`src/rtl/shader_pkg.sv`:
```
// Shared types and defaults for the tiny shader SPI front end.
package shader_pkg;

  localparam int NUM_INSTR_DEF = 16;

  typedef enum logic [7:0] {
    CMD_WRITE_MEM = 8'h00,
    CMD_READ_MEM  = 8'h01
  } spi_cmd_t;

  typedef enum logic [2:0] {
    IDLE   = 3'd0,
    CMD    = 3'd1,
    WRITE  = 3'd2,
    READ   = 3'd3,
    IGNORE = 3'd4
  } spi_state_t;

endpackage

```
`src/rtl/sync_2ff.sv`:
```
// Two-flop synchroniser bringing asynchronous pins into the clk_i domain.
module sync_2ff #(
  parameter int WIDTH = 1
) (
  input  logic             clk_i,
  input  logic             rst_ni,
  input  logic [WIDTH-1:0] d_i,
  output logic [WIDTH-1:0] q_o
);

  logic [WIDTH-1:0] meta_r;
  logic [WIDTH-1:0] sync_r;

  // Metastability filter chain.
  always_ff @(posedge clk_i or negedge rst_ni) begin
    if (!rst_ni) begin
      meta_r <= '0;
      sync_r <= '0;
    end else begin
      meta_r <= d_i;
      sync_r <= meta_r;
    end
  end

  assign q_o = sync_r;

endmodule

```
`src/rtl/spi_receiver.sv`:
```
// SPI mode-0 slave turning host transactions into instruction memory writes
// and serving memory read-back on MISO.
module spi_receiver
  import shader_pkg::*;
#(
  parameter  int NUM_INSTR   = NUM_INSTR_DEF,
  parameter  int INSTR_WIDTH = 8,
  localparam int ADDR_WIDTH  = $clog2(NUM_INSTR)
) (
  input  logic                   clk_i,
  input  logic                   rst_ni,
  input  logic                   spi_sclk_i,
  input  logic                   spi_mosi_i,
  input  logic                   spi_cs_i,
  output logic                   spi_miso_o,
  output logic                   instr_we_o,
  output logic [ADDR_WIDTH-1:0]  instr_addr_o,
  output logic [INSTR_WIDTH-1:0] instr_data_o,
  input  logic [INSTR_WIDTH-1:0] instr_rdata_i
);

  logic [2:0]             pins_sync_s;
  logic                   sclk_sync_s, mosi_sync_s, cs_sync_s;
  logic                   sclk_d_r, cs_d_r;
  logic                   sclk_rise_s, sclk_fall_s, cs_fall_s;
  logic [2:0]             bit_cnt_r;
  logic [INSTR_WIDTH-1:0] shift_in_r, shift_out_r, shift_out_next_s, byte_val_s;
  logic                   byte_done_s, load_rd_s, wr_s;
  logic [ADDR_WIDTH-1:0]  addr_r, addr_inc_s;
  logic                   we_r, miso_r;
  logic [INSTR_WIDTH-1:0] data_r;
  spi_state_t             state_r, state_next_s, fsm_next_s;

  sync_2ff #(.WIDTH(3)) u_sync (
    .clk_i  (clk_i),
    .rst_ni (rst_ni),
    .d_i    ({spi_sclk_i, spi_mosi_i, spi_cs_i}),
    .q_o    (pins_sync_s)
  );

  assign sclk_sync_s = pins_sync_s[2];
  assign mosi_sync_s = pins_sync_s[1];
  assign cs_sync_s   = pins_sync_s[0];

  // cs_d_r clears on reset, so a new transaction needs cs seen high first.
  assign sclk_rise_s = sclk_sync_s & ~sclk_d_r;
  assign sclk_fall_s = ~sclk_sync_s & sclk_d_r;
  assign cs_fall_s   = ~cs_sync_s & cs_d_r;

  assign byte_val_s  = {shift_in_r[INSTR_WIDTH-2:0], mosi_sync_s};
  assign byte_done_s = sclk_rise_s && (bit_cnt_r == 3'd7) && (state_r != IDLE);
  assign wr_s        = byte_done_s && (state_r == WRITE);
  assign load_rd_s   = byte_done_s && ((state_r == READ) ||
                       ((state_r == CMD) && (byte_val_s == CMD_READ_MEM)));
  assign addr_inc_s  = (addr_r == ADDR_WIDTH'(NUM_INSTR - 1)) ? '0 : addr_r + ADDR_WIDTH'(1);

  // Next-state decode; cs deassert overrides after the byte is consumed.
  always_comb begin
    fsm_next_s   = state_r;
    state_next_s = state_r;
    case (state_r)
      IDLE: begin
        if (cs_fall_s) fsm_next_s = CMD;
        else           fsm_next_s = IDLE;
      end
      CMD: begin
        if (!byte_done_s)                        fsm_next_s = CMD;
        else if (byte_val_s == CMD_WRITE_MEM)    fsm_next_s = WRITE;
        else if (byte_val_s == CMD_READ_MEM)     fsm_next_s = READ;
        else                                     fsm_next_s = IGNORE;
      end
      WRITE:   fsm_next_s = WRITE;
      READ:    fsm_next_s = READ;
      IGNORE:  fsm_next_s = IGNORE;
      default: fsm_next_s = IDLE;
    endcase
    if (cs_sync_s) state_next_s = IDLE;
    else           state_next_s = fsm_next_s;
  end

  // Read shifter: the falling edge right after a load keeps bit 7 on MISO.
  always_comb begin
    shift_out_next_s = shift_out_r;
    if (load_rd_s)
      shift_out_next_s = instr_rdata_i;
    else if (sclk_fall_s && (bit_cnt_r != 3'd0))
      shift_out_next_s = {shift_out_r[INSTR_WIDTH-2:0], 1'b0};
    else
      shift_out_next_s = shift_out_r;
  end

  // State register and pin edge history.
  always_ff @(posedge clk_i or negedge rst_ni) begin
    if (!rst_ni) begin
      state_r  <= IDLE;
      sclk_d_r <= 1'b0;
      cs_d_r   <= 1'b0;
    end else begin
      state_r  <= state_next_s;
      sclk_d_r <= sclk_sync_s;
      cs_d_r   <= cs_sync_s;
    end
  end

  // Byte assembly; a partial byte is dropped when cs goes high.
  always_ff @(posedge clk_i or negedge rst_ni) begin
    if (!rst_ni) begin
      bit_cnt_r  <= 3'd0;
      shift_in_r <= '0;
    end else if ((state_r == IDLE) || cs_sync_s) begin
      bit_cnt_r  <= 3'd0;
      shift_in_r <= '0;
    end else if (sclk_rise_s) begin
      bit_cnt_r  <= bit_cnt_r + 3'd1;
      shift_in_r <= byte_val_s;
    end else begin
      bit_cnt_r  <= bit_cnt_r;
      shift_in_r <= shift_in_r;
    end
  end

  // Memory interface: address advances after each write strobe or read load.
  always_ff @(posedge clk_i or negedge rst_ni) begin
    if (!rst_ni) begin
      addr_r      <= '0;
      we_r        <= 1'b0;
      data_r      <= '0;
      shift_out_r <= '0;
      miso_r      <= 1'b0;
    end else begin
      we_r        <= wr_s;
      data_r      <= wr_s ? byte_val_s : data_r;
      shift_out_r <= shift_out_next_s;
      miso_r      <= (state_next_s == READ) ? shift_out_next_s[INSTR_WIDTH-1] : 1'b0;
      if (we_r || load_rd_s)   addr_r <= addr_inc_s;
      else if (state_r == IDLE) addr_r <= '0;
      else                      addr_r <= addr_r;
    end
  end

  assign spi_miso_o   = miso_r;
  assign instr_we_o   = we_r;
  assign instr_addr_o = addr_r;
  assign instr_data_o = data_r;

endmodule
```
`config.mk`:
```
export PLATFORM = sky130hd
export DESIGN_NAME = spi_receiver
export DESIGN_NICKNAME = d
export VERILOG_FILES = /design/src/rtl/shader_pkg.sv /design/src/rtl/sync_2ff.sv /design/src/rtl/spi_receiver.sv
export SDC_FILE = /design/constraint.sdc
export NUM_CORES = 1
export LEC_CHECK = 0
export ABC_AREA = 1
export CAP_MARGIN = 30
export CORE_ASPECT_RATIO = 1.25
export CORE_MARGIN = 2
export CORE_UTILIZATION = 55
export CTS_CLUSTER_DIAMETER = 150
export DETAILED_ROUTE_END_ITERATION = 8
export PLACE_DENSITY = 0.82
export SYNTH_ARGS = -nofsm -noshare
export SYNTH_HDL_FRONTEND = slang
export SYNTH_SLANG_ARGS = --single-unit
```
`constraint.sdc`:
```
create_clock -name clk_i -period 2.85 [get_ports clk_i]
set_input_delay 0.4275 -clock clk_i [delete_from_list [all_inputs] [get_ports clk_i]]
set_output_delay 0.4275 -clock clk_i [all_outputs]
set_load 0.03 [all_outputs]
```
==> metrics.md <==
| Metric | Value |
|---|---|
| Worst-path clk slew | `0.07 ns` |
| Least-Margin Pin Slew | `0.910 ns` |
| First-pass GRT wire length | `about 6300 µm` |
| Initial antenna violation count | `0` |
| Final hold violation count | `0` |
| Clock tree buffer depth | `2` |
| Max Freq | `~540 MHz` |
| Synthesis Warnings | `0` |
| Final HPWL DP | `between 2000 and 3000 µm` |
| Port bufs | `26` |
| Critical Path Sink Type | `primary output` |
| Uppermost layer routed | `met4` |
| Worst Path Arrival | `1.42 ns` |
| Die Area | `about 3900 µm²` |
| Gpl congestion | `between 0.8 and 0.9` |
| Pleak | `about 1.1 nW` |
| Number of core rows | `23` |
| Cell Count, Final, Fillers Out | `approximately 270` |
| Sink Count | `43` |
| CP delay by family, top | `buffers and inverters` |
| Final net count | `252` |
| ANT nets after route | `0` |
| Hold buffers post-CTS | `0` |
| Clock Latency Late Sink | `about 0.29 ns` |
| Initial core utilization | `between 50% and 60%` |
| Remaining global-route overflow | `0` |
| Drt pass-1 iters | `4` |
| CTS tree | `yes` |
| Max_slew headroom | `between 30% and 40%` |
| Max Cap Viol | `0` |
| Setup crit start | `instr_addr_o[2]` |
| Slowest cell on the critical path | `clkdlybuf4s50_1` |
| Buffers & Inverters on Critical Path | `1` |
| Setup violators final | `0` |
| Reg2reg start | `bit_cnt_r[0]` |
| Pwr Density | `524 nW/µm²` |
| Wl on met1 | `roughly 1500 µm` |
| Number of CTS-inserted buffers | `5` |
| Max rail drop VDD | `about 0.39 mV` |
| Routed WL | `3570 µm` |
| Setup TNS | `0 ns` |
| Hold slack | `between 0.2 and 0.3 ns` |
| CTS resizes | `0` |
| Wire per inst | `13.1 µm` |
| Gate Count Post-Synth | `between 200 and 250` |
| Inserted Diodes | `0` |
| Worst Slack Setup Final | `roughly 1.0 ns` |
| Share of cells above drive strength 1 | `under 10%` |
| Post-synthesis cell type count | `27` |
| Place WS | `around 1.2 ns` |
| Crit path time final | `about 1.8 ns` |
| Clock root cell | `clkbuf_8` |
| CP peak stage delay | `0.70 ns` |
| Worst EP required | `around 2.4 ns` |
| Status | `finished clean` |
| Critical path cell sequence | `clkdlybuf4s50_1` |
| Pwr Total | `0.00120 W` |
| I/O Pins | `27` |
| Met2 wire length | `between 1500 and 2000 µm` |
| CP max FO | `5` |
| Critical path type | `reg2out` |
| Synth-to-layout area growth | `20.4%` |
| Core ar. | `around 3300 µm²` |
| Iteration-0 DRC Markers | `73` |
| Die Y | `between 60 and 70 µm` |
| Setup repair after global routing missed its margin | `false` |
| Final Max Tran Viols | `0` |
| Sequential fraction of the synthesis area | `a little under three fifths` |
| Pin count of the biggest net entering global routing | `44` |
| Crit start category | `flip-flop` |
| Mapped Area | `1900 µm²` |
| DIE WIDTH | `56.6 µm` |
| Global-route usage over all layers | `about 21%` |
| Min-Delay Path Class | `in2async` |
| Placed Cells | `around 270` |
| Period utilization | `64.7%` |
| Vias per cell | `roughly 5.3` |
| Vias in the first global route | `roughly 1500` |
| Skew final | `roughly 0.0084 ns` |
| Met3 wire len | `about 160 µm` |
| Htree depth | `2` |
| Setup bufs post-CTS | `0` |
| Vias | `~1500` |
| Synth Register Bits | `43` |
| Syn Area/Cell | `between 9 and 10 µm²` |
| DRC | `0` |
| Syn Nets | `221` |
layer usage:
| layer | vias to the layer above | track usage [%] |
|---|---|---|
| met5 | - | 0 |
| met4 | 0 | 7.41 |
| met3 | 6 | 5.78 |
| met2 | 29 | 35.8 |
| met1 | 691 | 23.6 |
| li1 | 732 | - |
layout make-up:
cell class                 count  area (µm²)
multi-input combinational    133         708
fill                         282         965
timing repair buffer          27         263
sequential                    43        1080
tap                           37        46.3
clock buffer                   8         100
inverter                      25        93.8
cells in the mapped netlist:
cell type / n / area [µm²]
a21boi_0: 1 / 7.51
a21oi_1: 2 / 10.0
a21oi_2: 1 / 8.76
buf_2: 2 / 10.0
buf_6: 1 / 11.3
clkinv_1: 1 / 3.75
dfrtp_1: 43 / 1080
ha_1: 4 / 50.1
inv_1: 21 / 78.8
inv_2: 3 / 11.3
nand2_1: 45 / 169
nand2_2: 3 / 18.8
nand3_1: 26 / 130
nand3_2: 1 / 10.0
nand3_4: 1 / 17.5
nand4_1: 11 / 68.8
nor2_1: 10 / 37.5
nor2_2: 1 / 6.26
nor2_4: 1 / 11.3
nor2_8: 1 / 20.0
nor3_1: 1 / 5.00
o21a_1: 1 / 7.51
o21ai_0: 18 / 90.1
o21ai_2: 1 / 8.76
o21bai_1: 1 / 7.51
or2_2: 1 / 6.26
xor2_1: 2 / 17.5
path summary, 6_finish.rpt:
path	end	slack, ns	depth (start not counted)
setup / recovery	instr_addr_o[2]	1.01	1
hold / removal	instr_addr_o[2]	0.26	1
setup reg to reg	instr_data_o[0]	1.21	8
hold reg to reg	u_sync.q_o[2]	0.35	0
max in group asynchronous	state_r[2]	2.02	1
min in group clk_i	u_sync.q_o[2]	0.35	0
report_power, final:
group          total (W)  switching [W]  internal, W
logic           0.000109      0.0000643    0.0000450
clock network   0.000411       0.000190     0.000221
registers       0.000677      0.0000257     0.000651
total            0.00120       0.000280     0.000917
placed cells by master, fill, tap and decap left out, drive strengths merged:
cell type / netlist / routed
clkdlybuf4s50: 0 / 25
clkinv: 1 / 1
ha: 4 / 4
a21boi: 1 / 1
o21ai: 19 / 19
clkbuf: 0 / 8
inv: 24 / 24
nand2: 48 / 48
o21a: 1 / 1
nand3: 28 / 28
buf: 3 / 2
a21oi: 3 / 3
nor3: 1 / 1
dfrtp: 43 / 43
o21bai: 1 / 1
nand4: 11 / 11
xor2: 2 / 2
nor2: 13 / 13
or2: 1 / 1
metrics by stage:
stage	util [%]	instance area (µm²)
floorplan	-	1900
global placement	67.3	2190
detailed placement	67.3	2190
CTS	70.3	2290
global route	70.3	2290
finish	70.3	2290
cell families (layout without fill, tap and decap cells):
| logic type | count (synthesis) | count (layout) | share of synthesized area, % |
|---|---|---|---|
| and+or+nand+nor | 102 | 102 | 26.4 |
| adders and majority gates | 4 | 4 | 2.64 |
| DFF | 43 | 43 | 56.7 |
| buffers and inverters | 28 | 60 | 6.06 |
| AOI/OAI and AO/OA | 25 | 25 | 7.38 |
| xor gates and xnor gates | 2 | 2 | 0.922 |
registers in the layout, indices dropped and copies added (netlist names), 3 cells and up:
signal         cells
bit_cnt_r          3
instr_addr_o       4
instr_data_o       8
shift_in_r         7
shift_out_r        8
state_r            3
u_sync.meta_r      3
u_sync.q_o         3
No activity file was read; power rests on OpenSTA's default activity.
